===== config.mk =====
export PLATFORM = sky130hd
export DESIGN_NAME = scroll_display
export DESIGN_NICKNAME = d
export VERILOG_FILES = /design/src/rtl/scroll_display_pkg.sv /design/src/rtl/scroll_display_tick_divider.sv /design/src/rtl/scroll_display.sv
export SDC_FILE = /design/constraint.sdc
export NUM_CORES = 1
export LEC_CHECK = 0
export CAP_MARGIN = 40
export CORE_MARGIN = 2
export CORE_UTILIZATION = 35
export CTS_CLUSTER_SIZE = 28
export DETAILED_ROUTE_END_ITERATION = 6
export SYNTH_ARGS = -nofsm -noshare
export SYNTH_HDL_FRONTEND = slang
export SYNTH_SLANG_ARGS = --single-unit

===== constraint.sdc =====
create_clock -name CLOCK_50 -period 2.5 [get_ports CLOCK_50]
set_input_delay 0.375 -clock CLOCK_50 [delete_from_list [all_inputs] [get_ports CLOCK_50]]
set_output_delay 0.375 -clock CLOCK_50 [all_outputs]
set_load 0.1 [all_outputs]

===== src/rtl/scroll_display_pkg.sv =====
// ---------------------------------------------------------------------------
// scroll_display_pkg
//   Shared constants and elaboration-time helpers for the scrolling-message
//   engine.
//
//   CHAR_W_DEFAULT : default bits per character code.
//   BLANK_DEFAULT  : all-ones code that drives an empty digit.
//   width_for(n)   : clog2-based width of a counter holding values 0..n-1.
//                    Never returns less than one bit.
//   mod_sub(a, m)  : a mod m by repeated subtraction. Only used on constants
//                    at elaboration time.
// ---------------------------------------------------------------------------
package scroll_display_pkg;

  localparam int CHAR_W_DEFAULT = 3;
  localparam logic [CHAR_W_DEFAULT-1:0] BLANK_DEFAULT = '1;

  function automatic int width_for(input int n);
    return (n <= 2) ? 1 : $clog2(n);
  endfunction

  function automatic int mod_sub(input int a, input int m);
    int r;
    r = a;
    while (r >= m) r = r - m;
    return r;
  endfunction

endpackage


===== src/rtl/scroll_display_tick_divider.sv =====
// ---------------------------------------------------------------------------
// tick_divider
//   Free-running prescaler that produces one scroll tick every TICK_DIV
//   enabled clock cycles.
//
//   Parameters
//     TICK_DIV : enabled cycles per tick, >= 1.
//
//   Ports
//     CLOCK_50 : in  - clock, rising edge.
//     Resetn   : in  - asynchronous active-low reset.
//     Enable   : in  - 1 = count; 0 = hold the current count.
//     Clr      : in  - synchronous clear to 0. Wins over Enable and
//                      suppresses Tick.
//     Tick     : out - combinational; high while the count is terminal and
//                      counting is enabled.
// ---------------------------------------------------------------------------
module tick_divider
  import scroll_display_pkg::*;
#(
  parameter int TICK_DIV = 50_000_000
) (
  input  logic CLOCK_50,
  input  logic Resetn,
  input  logic Enable,
  input  logic Clr,
  output logic Tick
);

  localparam int CNT_W = width_for(TICK_DIV);
  localparam logic [CNT_W-1:0] CNT_LAST = CNT_W'(TICK_DIV - 1);

  logic [CNT_W-1:0] count_reg;
  logic [CNT_W-1:0] count_next;
  logic             terminal;

  assign terminal = (count_reg == CNT_LAST);

  // Tick is combinational. The advance is taken on the same edge that wraps
  // the count back to 0, so the first tick lands exactly TICK_DIV enabled
  // cycles after a clear.
  assign Tick = Enable && !Clr && terminal;

  always_comb begin
    count_next = count_reg;
    if (Clr) begin
      count_next = '0;
    end else if (Enable) begin
      if (terminal) begin
        count_next = '0;
      end else begin
        count_next = count_reg + CNT_W'(1);
      end
    end
  end

  always_ff @(posedge CLOCK_50 or negedge Resetn) begin
    if (!Resetn) begin
      count_reg <= '0;
    end else begin
      count_reg <= count_next;
    end
  end

endmodule


===== src/rtl/scroll_display.sv =====
// ---------------------------------------------------------------------------
// scroll_display
//   Scrolling-message engine for multi-digit seven-segment displays. It
//   latches an MSG_LEN-character message and appends GAP blank slots to form
//   a frame of L = MSG_LEN + GAP slots. It then rotates that frame across
//   NUM_DIGITS digit slots, one position per tick or Step pulse.
//
//   Parameters
//     NUM_DIGITS : digit slots on the display.
//     MSG_LEN    : message characters, >= 1.
//     GAP        : blank slots after the message (L >= 2).
//     CHAR_W     : bits per character code.
//     BLANK      : code for an empty digit (all ones by default).
//     TICK_DIV   : clock cycles per automatic scroll step, >= 1.
//
//   Ports
//     CLOCK_50 : in  - clock, rising edge.
//     Resetn   : in  - asynchronous active-low reset.
//     Msg      : in  - message; char 0 (leftmost) in bits [CHAR_W-1:0].
//     Load     : in  - level; captures Msg and clears position and divider.
//     Enable   : in  - 1 = auto-scroll, 0 = pause.
//     Dir      : in  - 0 = scroll left (Pos increments),
//                      1 = scroll right (Pos decrements).
//     Step     : in  - one-cycle pulse; advances one position.
//     Disp     : out - registered digit codes; leftmost digit in the MSBs.
//     Pos      : out - current frame offset.
//     Wrap     : out - one-cycle pulse after an advance that wraps Pos.
// ---------------------------------------------------------------------------
module scroll_display
  import scroll_display_pkg::*;
#(
  parameter int                NUM_DIGITS = 8,
  parameter int                MSG_LEN    = 5,
  parameter int                GAP        = 3,
  parameter int                CHAR_W     = CHAR_W_DEFAULT,
  parameter logic [CHAR_W-1:0] BLANK      = '1,
  parameter int                TICK_DIV   = 50_000_000
) (
  input  logic                               CLOCK_50,
  input  logic                               Resetn,
  input  logic [MSG_LEN*CHAR_W-1:0]          Msg,
  input  logic                               Load,
  input  logic                               Enable,
  input  logic                               Dir,
  input  logic                               Step,
  output logic [NUM_DIGITS*CHAR_W-1:0]       Disp,
  output logic [width_for(MSG_LEN+GAP)-1:0]  Pos,
  output logic                               Wrap
);

  localparam int L     = MSG_LEN + GAP;
  localparam int POS_W = width_for(L);
  // The sum of a position and a constant offset is below 2L, so one extra
  // bit is enough.
  localparam int IDX_W = width_for(2 * L);
  localparam logic [POS_W-1:0] POS_LAST = POS_W'(L - 1);

  // -------------------------------------------------------------------------
  // Scroll tick
  // -------------------------------------------------------------------------
  logic tick;
  logic advance;

  tick_divider #(
    .TICK_DIV (TICK_DIV)
  ) u_tick_divider (
    .CLOCK_50 (CLOCK_50),
    .Resetn   (Resetn),
    .Enable   (Enable),
    .Clr      (Load),
    .Tick     (tick)
  );

  // A tick and a Step that coincide merge into a single advance.
  assign advance = tick || Step;

  // -------------------------------------------------------------------------
  // Message shadow register: loads only while Load is high.
  // -------------------------------------------------------------------------
  logic [CHAR_W-1:0] shadow_reg [MSG_LEN];

  always_ff @(posedge CLOCK_50 or negedge Resetn) begin
    if (!Resetn) begin
      for (int i = 0; i < MSG_LEN; i++) begin
        shadow_reg[i] <= BLANK;
      end
    end else if (Load) begin
      for (int i = 0; i < MSG_LEN; i++) begin
        shadow_reg[i] <= Msg[i*CHAR_W +: CHAR_W];
      end
    end
  end

  // -------------------------------------------------------------------------
  // Position counter and wrap flag
  // -------------------------------------------------------------------------
  logic [POS_W-1:0] pos_reg;
  logic [POS_W-1:0] pos_next;
  logic             wrap_reg;
  logic             wrap_next;

  always_comb begin
    pos_next  = pos_reg;
    wrap_next = 1'b0;
    if (Load) begin
      // Load outranks any advance in the same cycle and never flags a wrap.
      pos_next = '0;
    end else if (advance) begin
      if (!Dir) begin
        if (pos_reg == POS_LAST) begin
          pos_next  = '0;
          wrap_next = 1'b1;
        end else begin
          pos_next = pos_reg + POS_W'(1);
        end
      end else begin
        if (pos_reg == '0) begin
          pos_next  = POS_LAST;
          wrap_next = 1'b1;
        end else begin
          pos_next = pos_reg - POS_W'(1);
        end
      end
    end
  end

  always_ff @(posedge CLOCK_50 or negedge Resetn) begin
    if (!Resetn) begin
      pos_reg  <= '0;
      wrap_reg <= 1'b0;
    end else begin
      pos_reg  <= pos_next;
      wrap_reg <= wrap_next;
    end
  end

  assign Pos  = pos_reg;
  assign Wrap = wrap_reg;

  // -------------------------------------------------------------------------
  // Frame: message characters followed by GAP blank slots.
  // -------------------------------------------------------------------------
  logic [CHAR_W-1:0] frame [L];

  genvar gi;
  for (gi = 0; gi < L; gi++) begin : g_frame
    if (gi < MSG_LEN) begin : g_msg
      assign frame[gi] = shadow_reg[gi];
    end else begin : g_gap
      assign frame[gi] = BLANK;
    end
  end

  // -------------------------------------------------------------------------
  // Slot selectors. Digit k shows frame[(Pos + k) mod L]. The constant part
  // (k mod L) is folded at elaboration time. Because Pos < L, the run-time
  // wrap needs at most one compare and subtract.
  // -------------------------------------------------------------------------
  logic [CHAR_W-1:0] slot_code [NUM_DIGITS];

  for (gi = 0; gi < NUM_DIGITS; gi++) begin : g_slot
    localparam int K_MOD = mod_sub(gi, L);
    logic [IDX_W-1:0] sum;
    logic [POS_W-1:0] idx;

    assign sum = IDX_W'(pos_reg) + IDX_W'(K_MOD);
    assign idx = (sum >= IDX_W'(L)) ? POS_W'(sum - IDX_W'(L)) : POS_W'(sum);
    assign slot_code[gi] = frame[idx];
  end

  // -------------------------------------------------------------------------
  // Display register: digit 0 (leftmost) goes to the most significant field.
  // -------------------------------------------------------------------------
  logic [NUM_DIGITS*CHAR_W-1:0] disp_reg;
  logic [NUM_DIGITS*CHAR_W-1:0] disp_next;

  always_comb begin
    disp_next = '0;
    for (int k = 0; k < NUM_DIGITS; k++) begin
      disp_next[(NUM_DIGITS-1-k)*CHAR_W +: CHAR_W] = slot_code[k];
    end
  end

  always_ff @(posedge CLOCK_50 or negedge Resetn) begin
    if (!Resetn) begin
      disp_reg <= {NUM_DIGITS{BLANK}};
    end else begin
      disp_reg <= disp_next;
    end
  end

  assign Disp = disp_reg;

endmodule


==> impl_results.md, run 1 <==
- Post-route clock period utilization: 83.2%
- Detailed Route WL: 8000 um
- Crit-path leading delay family: simple AND/OR/NAND/NOR gates
- # setup viols final: 0
- Routed len/inst: 14.6 um
- Total Negative Setup Slacks: 0 ps
- Largest stage delay, worst path: 610 ps
- Clock share of power: 23.6%
- Critical path type: flip-flop to flip-flop
- First-pass GRT wire length: 13300 um
- Max-slew headroom: 63.5%
- Die Span Y: 106 um
- Final Hold Fails: 0
- Vias: 2839
- Worst path cell trace: or4_1 > nor4_4 > buf_4 > a21oi_2 > a21oi_1 > o22ai_1
- Syn nets: 374
- Cell Pwr Density: 813 nW/um2
- Vias per std cell: 5.18
- Max Fclk: 481 MHz
- Slowest-stage cell, CP: or4_1
- Switch share: 43.4%
- Critical R2R Capture: u_tick_divider.count_reg[17]
- Post-synthesis register bit count: 69
- Avg Cell Area, Syn: 10.6 um2
- Post-synth EDFFs: 0
- Worst path required time: 2730 ps
- Post-Synth Adder-Cell Area: 2.05%
- CTS sink count: 69
- Placed insts: 531
- Standard-cell rows: 37
- Pre-antenna DRT Iters: 4
- Aggregate global-route resource usage: 15.0%
- Number of I/O port buffers: 48
- DRT iter0 DRCs: 96
- Minimum clock period: 2080 ps
- ANT nets after route: 0
- XOR/XNOR share of the synthesized area: 1.91%
- Post-CTS Setup Bufs: 0
- Tot Pwr: 3660 uW
- Clock transition at path regs: 80 ps
- Largest family of logic cells by synthesized area: simple AND/OR/NAND/NOR gates
- Pint: 2070 uW
- CTS tree: done
- Post-Synthesis Cells: 347
- Worst reg2reg startpoint: u_tick_divider.count_reg[8]
- Max reg flops: 26
- P_leak: 0.00182 uW
- Nets: 434
- RSZ-0062 raised after global routing: false
- Yosys cell types: 52
- Worst vdd ir: 0.000482 V
- Core footprint: 10200 um2
- Area post-placement: 4310 um2
- Largest net degree at the start of global routing: 27
- Die ar.: 11300 um2
- Hold crit path type: primary input to async pin
- Final WS setup: 421 ps
- CP bufs+invs: 1
- HPWL Detailed: 5860 um
- Antenna violations before repair: 0
- Sequential fraction of the synthesis area: 48.4%
- Worst EP arrival: 2310 ps
- CP max FO: 9
- Dpl ws: 413 ps
- MaxCap Viol Count: 0
- Vias in the first global route: 2703
- Synth-to-layout area growth: 22.8%
- Multiplexer share of the synthesized area: 13.7%
- Max-slew violations: 0
- Synthesized area: 3670 um2
- R2R cell count: 6
- Startpoint types: flip-flop
- Final GP Congestion: 0.830
- NetSw: 1590 uW
- DRC viols: 0
- Main flop type after synthesis: dfstp_2
- Ports: 49
- Layout cells sized above 1: 35.0%
- Simple-gate share of the synthesized area: 19.8%
- Post-synth top area share: 28.0%
- Layout Cells excl Fill: 548
- Initial core utilization: 35.8%
- # H-tree levels: 3
- CTS Buffer Depth: 2
- Ranking of synthesized cells by area: dfstp_2 28%, dfrtp_1 20%, mux2_2 6.1%
- Total CTS buffers: 9
- Root Buffer: clkbuf_8
- Ant. Diodes: 0
- Post-Route Skew: 7.49 ps
- Clk_lat worst skew: 350 ps
- Post-synth top area cell: dfstp_2
- Die X: 106 um
- Async set-or-reset flop fraction in the synthesized netlist: 100%
- Total global routing overflow: 0
- Synth Area in Compound Gates: 11.4%
- Reg power frac: 38.5%
- Final Cell Area: 4500 um2
- Least-Margin Pin Slew: 545 ps
- Reg2reg setup slack: 420 ps
- Warnings from Yosys: 0
- Status: finished, final reports clean
- Power share of the combinational group: 37.9%
- Worst setup EP type: flip-flop
-- cell usage in the layout, fill, tap and decap left out, types with 4 or more instances in the layout --
cell type / synthesis / final
nor2_1: 32 / 32
a21oi_1: 33 / 33
clkbuf_8: 0 / 10
nor3_1: 8 / 8
o31ai_1: 4 / 4
or3_1: 4 / 4
mux4_2: 6 / 6
o22ai_1: 4 / 4
nand3_1: 12 / 12
xor2_1: 6 / 6
dfrtp_1: 30 / 28
buf_4: 0 / 45
nand2b_1: 5 / 5
inv_1: 8 / 8
mux2_2: 20 / 20
o21ai_0: 20 / 20
nand4_1: 7 / 7
clkdlybuf4s50_1: 0 / 19
nand3b_1: 4 / 4
nand2_1: 24 / 24
nor4_1: 4 / 4
dfstp_2: 39 / 39
ha_1: 6 / 6
mux2i_1: 14 / 14
-- cells by family (layout without fill, tap and decap cells) --
group	after synthesis	after routing
XOR/XNOR	8	8
AND/OR/NAND/NOR	125	125
buffers and inverters	26	91
flip-flops	69	69
AO/OA/AOI/OAI	73	73
adder cells (fa/ha/maj)	6	6
multiplexers	40	40
-- layout make-up --
cell class,instances,area [um2]
Tap cell,136,170
Fill cell,935,5730
Inverter,9,33.8
Timing Repair Buffer,66,543
Multi-Input combinational cell,252,1790
Sequential cell,69,1780
Clock inverter,6,45.0
Clock buffer,10,138
-- per-layer routing --
metal  track usage [%]  vias up  routed length [um]
li1                  -     1391                   -
met1              18.7     1377                3610
met2              25.4       61                3930
met3              3.07       10                 324
met4              5.92        0                 137
met5                 0        -                   0
-- metrics by stage --
stage | util, % | hold WS [ps]
2_1_floorplan | - | 79.4
3_3_place_gp | 42.1 | 332
3_5_place_dp | 42.1 | 338
4_1_cts | 44.0 | 487
5_1_grt | 44.0 | 499
6_report | 44.0 | 478
-- cell usage after synthesis (2+ instances only) --
master    instances
mux2i_1          14
nor4_4            2
nand2b_1          5
xor2_1            6
nand3b_1          4
dfrtp_1          30
mux4_2            6
nand3_1          12
nor4_1            4
nand4_2           2
or4_1             2
o31ai_1           4
nor3_1            8
nor2_1           32
inv_1             8
and4_1            3
o22ai_1           4
dfstp_2          39
a311oi_1          2
ha_1              6
buf_2             2
nand4_1           7
nor2b_1           3
mux2_2           20
xnor2_1           2
clkbuf_1         15
or3_1             4
a21oi_1          33
o21ai_0          20
a31oi_1           2
nor4_2            2
nand2_1          24
-- repair_timing --
item | in CTS | in global routing
setup endpoints to repair | 0 | 0
hold buffers | 1 | 0
resized for setup | 0 | 0
hold endpoints to repair | 2 | 0
-- power by group through the flow --
| stage | clock network (uW) | logic [uW] | registers, uW |
|---|---|---|---|
| 2_1_floorplan | 0 | 331 | 2200 |
| 3_3_place_gp | 0 | 1390 | 1430 |
| 3_5_place_dp | 0 | 1390 | 1430 |
| 4_1_cts | 884 | 1400 | 1410 |
| 5_1_grt | 932 | 1450 | 1430 |
| 6_report | 862 | 1390 | 1410 |
-- how the worst max path moves through the flow --
stage               cells past startpoint                    startpoint                            to
finish                                  6   u_tick_divider.count_reg[8]  u_tick_divider.count_reg[17]
CTS                                     6  u_tick_divider.count_reg[18]  u_tick_divider.count_reg[19]
global route                            6  u_tick_divider.count_reg[18]  u_tick_divider.count_reg[23]
global placement                        6  u_tick_divider.count_reg[18]  u_tick_divider.count_reg[17]
floorplan                               8                        Pos[0]                      Disp[20]
detailed placement                      6                        Enable                        Pos[2]
No activity file was read; power rests on OpenSTA's default activity.
==> inputs of run 2 (changes only) <==
==> constraint.sdc (replaced) <==
create_clock -name CLOCK_50 -period 1.8 [get_ports CLOCK_50]
set_input_delay 0.27 -clock CLOCK_50 [delete_from_list [all_inputs] [get_ports CLOCK_50]]
set_output_delay 0.27 -clock CLOCK_50 [all_outputs]
set_load 0.1 [all_outputs]
==> run 2 against run 1 <==
Effect of this change: the flow now finishes with violations (negative setup slack); die area unchanged; wire length increased by 15%; critical path depth increased by 2; sequential cell count unchanged; power increased by 56%; clock-buffer cell count decreased by 1; global-route usage increased by 2.3 points; clock power increased by 51%; critical endpoint is now u_tick_divider.count_reg[12]; largest cell class unchanged; largest power group is now combinational cells.
==> impl_results.md, run 2 (synthesized netlist as in run 1, its figures left out) <==
- Worst path cell trace: or4_1 > nor4_4 > buf_4 > buf_4 > buf_6 > a21oi_1 > o21ai_1 > a21oi_1
- ANT nets after route: 0 (unchanged)
- Detailed Route WL: 9240 um (+15%)
- Post-route clock period utilization: 108% (+25 points)
- Final Cell Area: 5430 um2 (+21%)
- Worst path required time: 2030 ps (-700 ps)
- Aggregate global-route resource usage: 17.3% (+2.3 points)
- Most frequent cells in the layout: 54 x buf_4, 39 x dfstp_2, 31 x nor2_1
- Final GP Congestion: 0.816 (-1.7%)
- Synth-to-layout area growth: 48.2%
- Routed len/inst: 15.6 um (+6.5%)
- Status: complete, but fails checks
- Clock transition at path regs: 80 ps (about the same)
- Worst setup EP type: flip-flop
- Seq. cell area: 1790 um2 (+0.35%)
- CTS Buffer Depth: 2 (unchanged)
- Vias in the first global route: 3154 (+17%)
- Die Span Y: 106 um (unchanged)
- DRC viols: 0 (unchanged)
- Vias per std cell: 5.23 (+0.87%)
- Least-Margin Pin Slew: 730 ps (+185 ps)
- RSZ-0062 raised after global routing: true
- Final WS setup: -152 ps (-573 ps)
- Antenna violations before repair: 0 (unchanged)
- HPWL Detailed: 6400 um (+9.2%)
- Ports: 49 (unchanged)
- Worst vdd ir: 0.000700 V (+45%)
- Standard-cell rows: 37 (unchanged)
- Hold crit path type: primary input to async pin
- CP max FO: 4 (-5)
- Area post-placement: 4990 um2 (+16%)
- Worst EP arrival: 2180 ps (-130 ps)
- Die ar.: 11300 um2 (unchanged)
- Multi-input gate area: 1970 um2 (+9.9%)
- Clk_lat worst skew: 350 ps (about the same)
- Critical path type: flip-flop to flip-flop
- Layout cells sized above 1: 47.4% (+12 points)
- Met1 Resource Use GR: 20.7% (+2.0 points)
- Vias: 3104 (+9.3%)
- Startpoint types: flip-flop
- Tot Pwr: 5720 uW (+56%)
- MaxCap Viol Count: 0 (unchanged)
- Initial core utilization: 35.8% (unchanged)
- Max-slew headroom: 51.1% (-12 points)
- Max reg flops: 26 (unchanged)
- CTS tree: done
- Die X: 106 um (unchanged)
- Core footprint: 10200 um2 (unchanged)
- Number of I/O port buffers: 48 (unchanged)
- Slowest-stage cell, CP: or4_1
- Met3 Use GR: 3.86% (+0.80 points)
- Ant. Diodes: 0 (unchanged)
- Root Buffer: clkbuf_8
- Fillers: 882 (-5.7%)
- Max-slew violations: 0 (unchanged)
- P_leak: 0.00231 uW (+27%)
- # H-tree levels: 3 (unchanged)
- CTS sink count: 69 (unchanged)
- Met2 usage: 30.1% (+4.7 points)
- Pre-antenna DRT Iters: 4 (unchanged)
- Max Fclk: 512 MHz (+6.5%)
- Total global routing overflow: 0 (unchanged)
- GRT busiest layer: met2
- Minimum clock period: 1950 ps (-127 ps)
- Final Hold Fails: 0 (unchanged)
- Total Negative Setup Slacks: -1530 ps (-1530 ps)
- Failing checks: negative setup slack
- # setup viols final: 21 (+21)
- Nets: 480 (+11%)
- Post-Route Skew: 8.48 ps (+0.982 ps)
- DRT iter0 DRCs: 116 (+21%)
- First-pass GRT wire length: 15300 um (+16%)
- Cell Pwr Density: 1050 nW/um2 (+30%)
- Commonest non-fill, non-tap cell in the layout: buf_4
- Largest net degree at the start of global routing: 70 (+160%)
- Largest stage delay, worst path: 620 ps (about the same)
- Total CTS buffers: 9 (unchanged)
[run 2: cell count changes in the layout (fill, tap and decap cells not counted), moves of 7 or more]
cell / previous run / this run
o21ai_1: 0 / 7
a21oi_1: 33 / 26
buf_6: 0 / 7
buf_12: 0 / 29
buf_4: 45 / 54
o21ai_0: 20 / 13
[run 2: worst max-delay path, delay by kind of cell, from the launching register on]
kind / cells / cell delay (ps)
buffers and inverters: 3 / 380
DFF: 1 / 400
AOI/OAI and AO/OA: 3 / 250
and+or+nand+nor: 2 / 800
[run 2: report_power, final]
group	internal [uW]	leakage, uW	switching [uW]
sequential	1860	0.000821	171
clock	646	0.000100	656
combinational	893	0.00139	1500
total	3400	0.00231	2330
[run 2: metrics by stage]
stage          std cells  setup WS (ps)  util (%)  hold slack [ps]
5_1_grt              594           -243      53.1              518
2_1_floorplan        347           -312         -            -25.6
3_3_place_gp         566           -153      48.7              321
3_5_place_dp         566           -196      48.7              325
4_1_cts              592           -101      52.1              481
6_report             594           -152      53.1              482
[run 2: metal layers]
metal,part of all wire [%],routed length [um]
met1,42,3870
met2,52,4800
met3,4.2,384
met4,2.0,187
met5,0,0
[run 2: what timing repair did]
item,CTS,global route
gates resized for setup,19,18
hold buffers,1,0
pin swaps,15,9
setup buffers,9,2
cloned,1,0
hold endpoints to repair,30,0
setup endpoints to repair,19,26
[run 2: layout make-up]
type | instances | share of cell area (%)
sequential | 69 | 32.9
clock buffer | 9 | 2.28
inverter | 9 | 0.783
tap | 136 | 3.13
clock inverter | 7 | 1.31
timing repair buffer | 111 | 23.4
multi-input combinational | 253 | 36.2
[run 2: path summary, 6_finish.rpt]
check	start	endpoint	slack, ps	cells past startpoint
max reg2reg	u_tick_divider.count_reg[9]	u_tick_divider.count_reg[12]	-150	8
min reg2reg	u_tick_divider.count_reg[13]	u_tick_divider.count_reg[13]	540	1
min	Resetn	Pos[2]	480	3
max	u_tick_divider.count_reg[9]	u_tick_divider.count_reg[12]	-150	8
min in group CLOCK_50	Msg[8]	frame[17]	530	2
max in group asynchronous	Resetn	Disp[11]	970	3
==> inputs of run 3 (changes only) <==
--- a/config.mk
+++ b/config.mk
@@ -10,6 +10,7 @@
 export CORE_UTILIZATION = 35
 export CTS_CLUSTER_SIZE = 28
 export DETAILED_ROUTE_END_ITERATION = 6
+export GPL_TIMING_DRIVEN = 1
 export SYNTH_ARGS = -nofsm -noshare
 export SYNTH_HDL_FRONTEND = slang
 export SYNTH_SLANG_ARGS = --single-unit
==> results of run 3 <==
No change in the layout: final DEF, timing and power equal those of run 2.
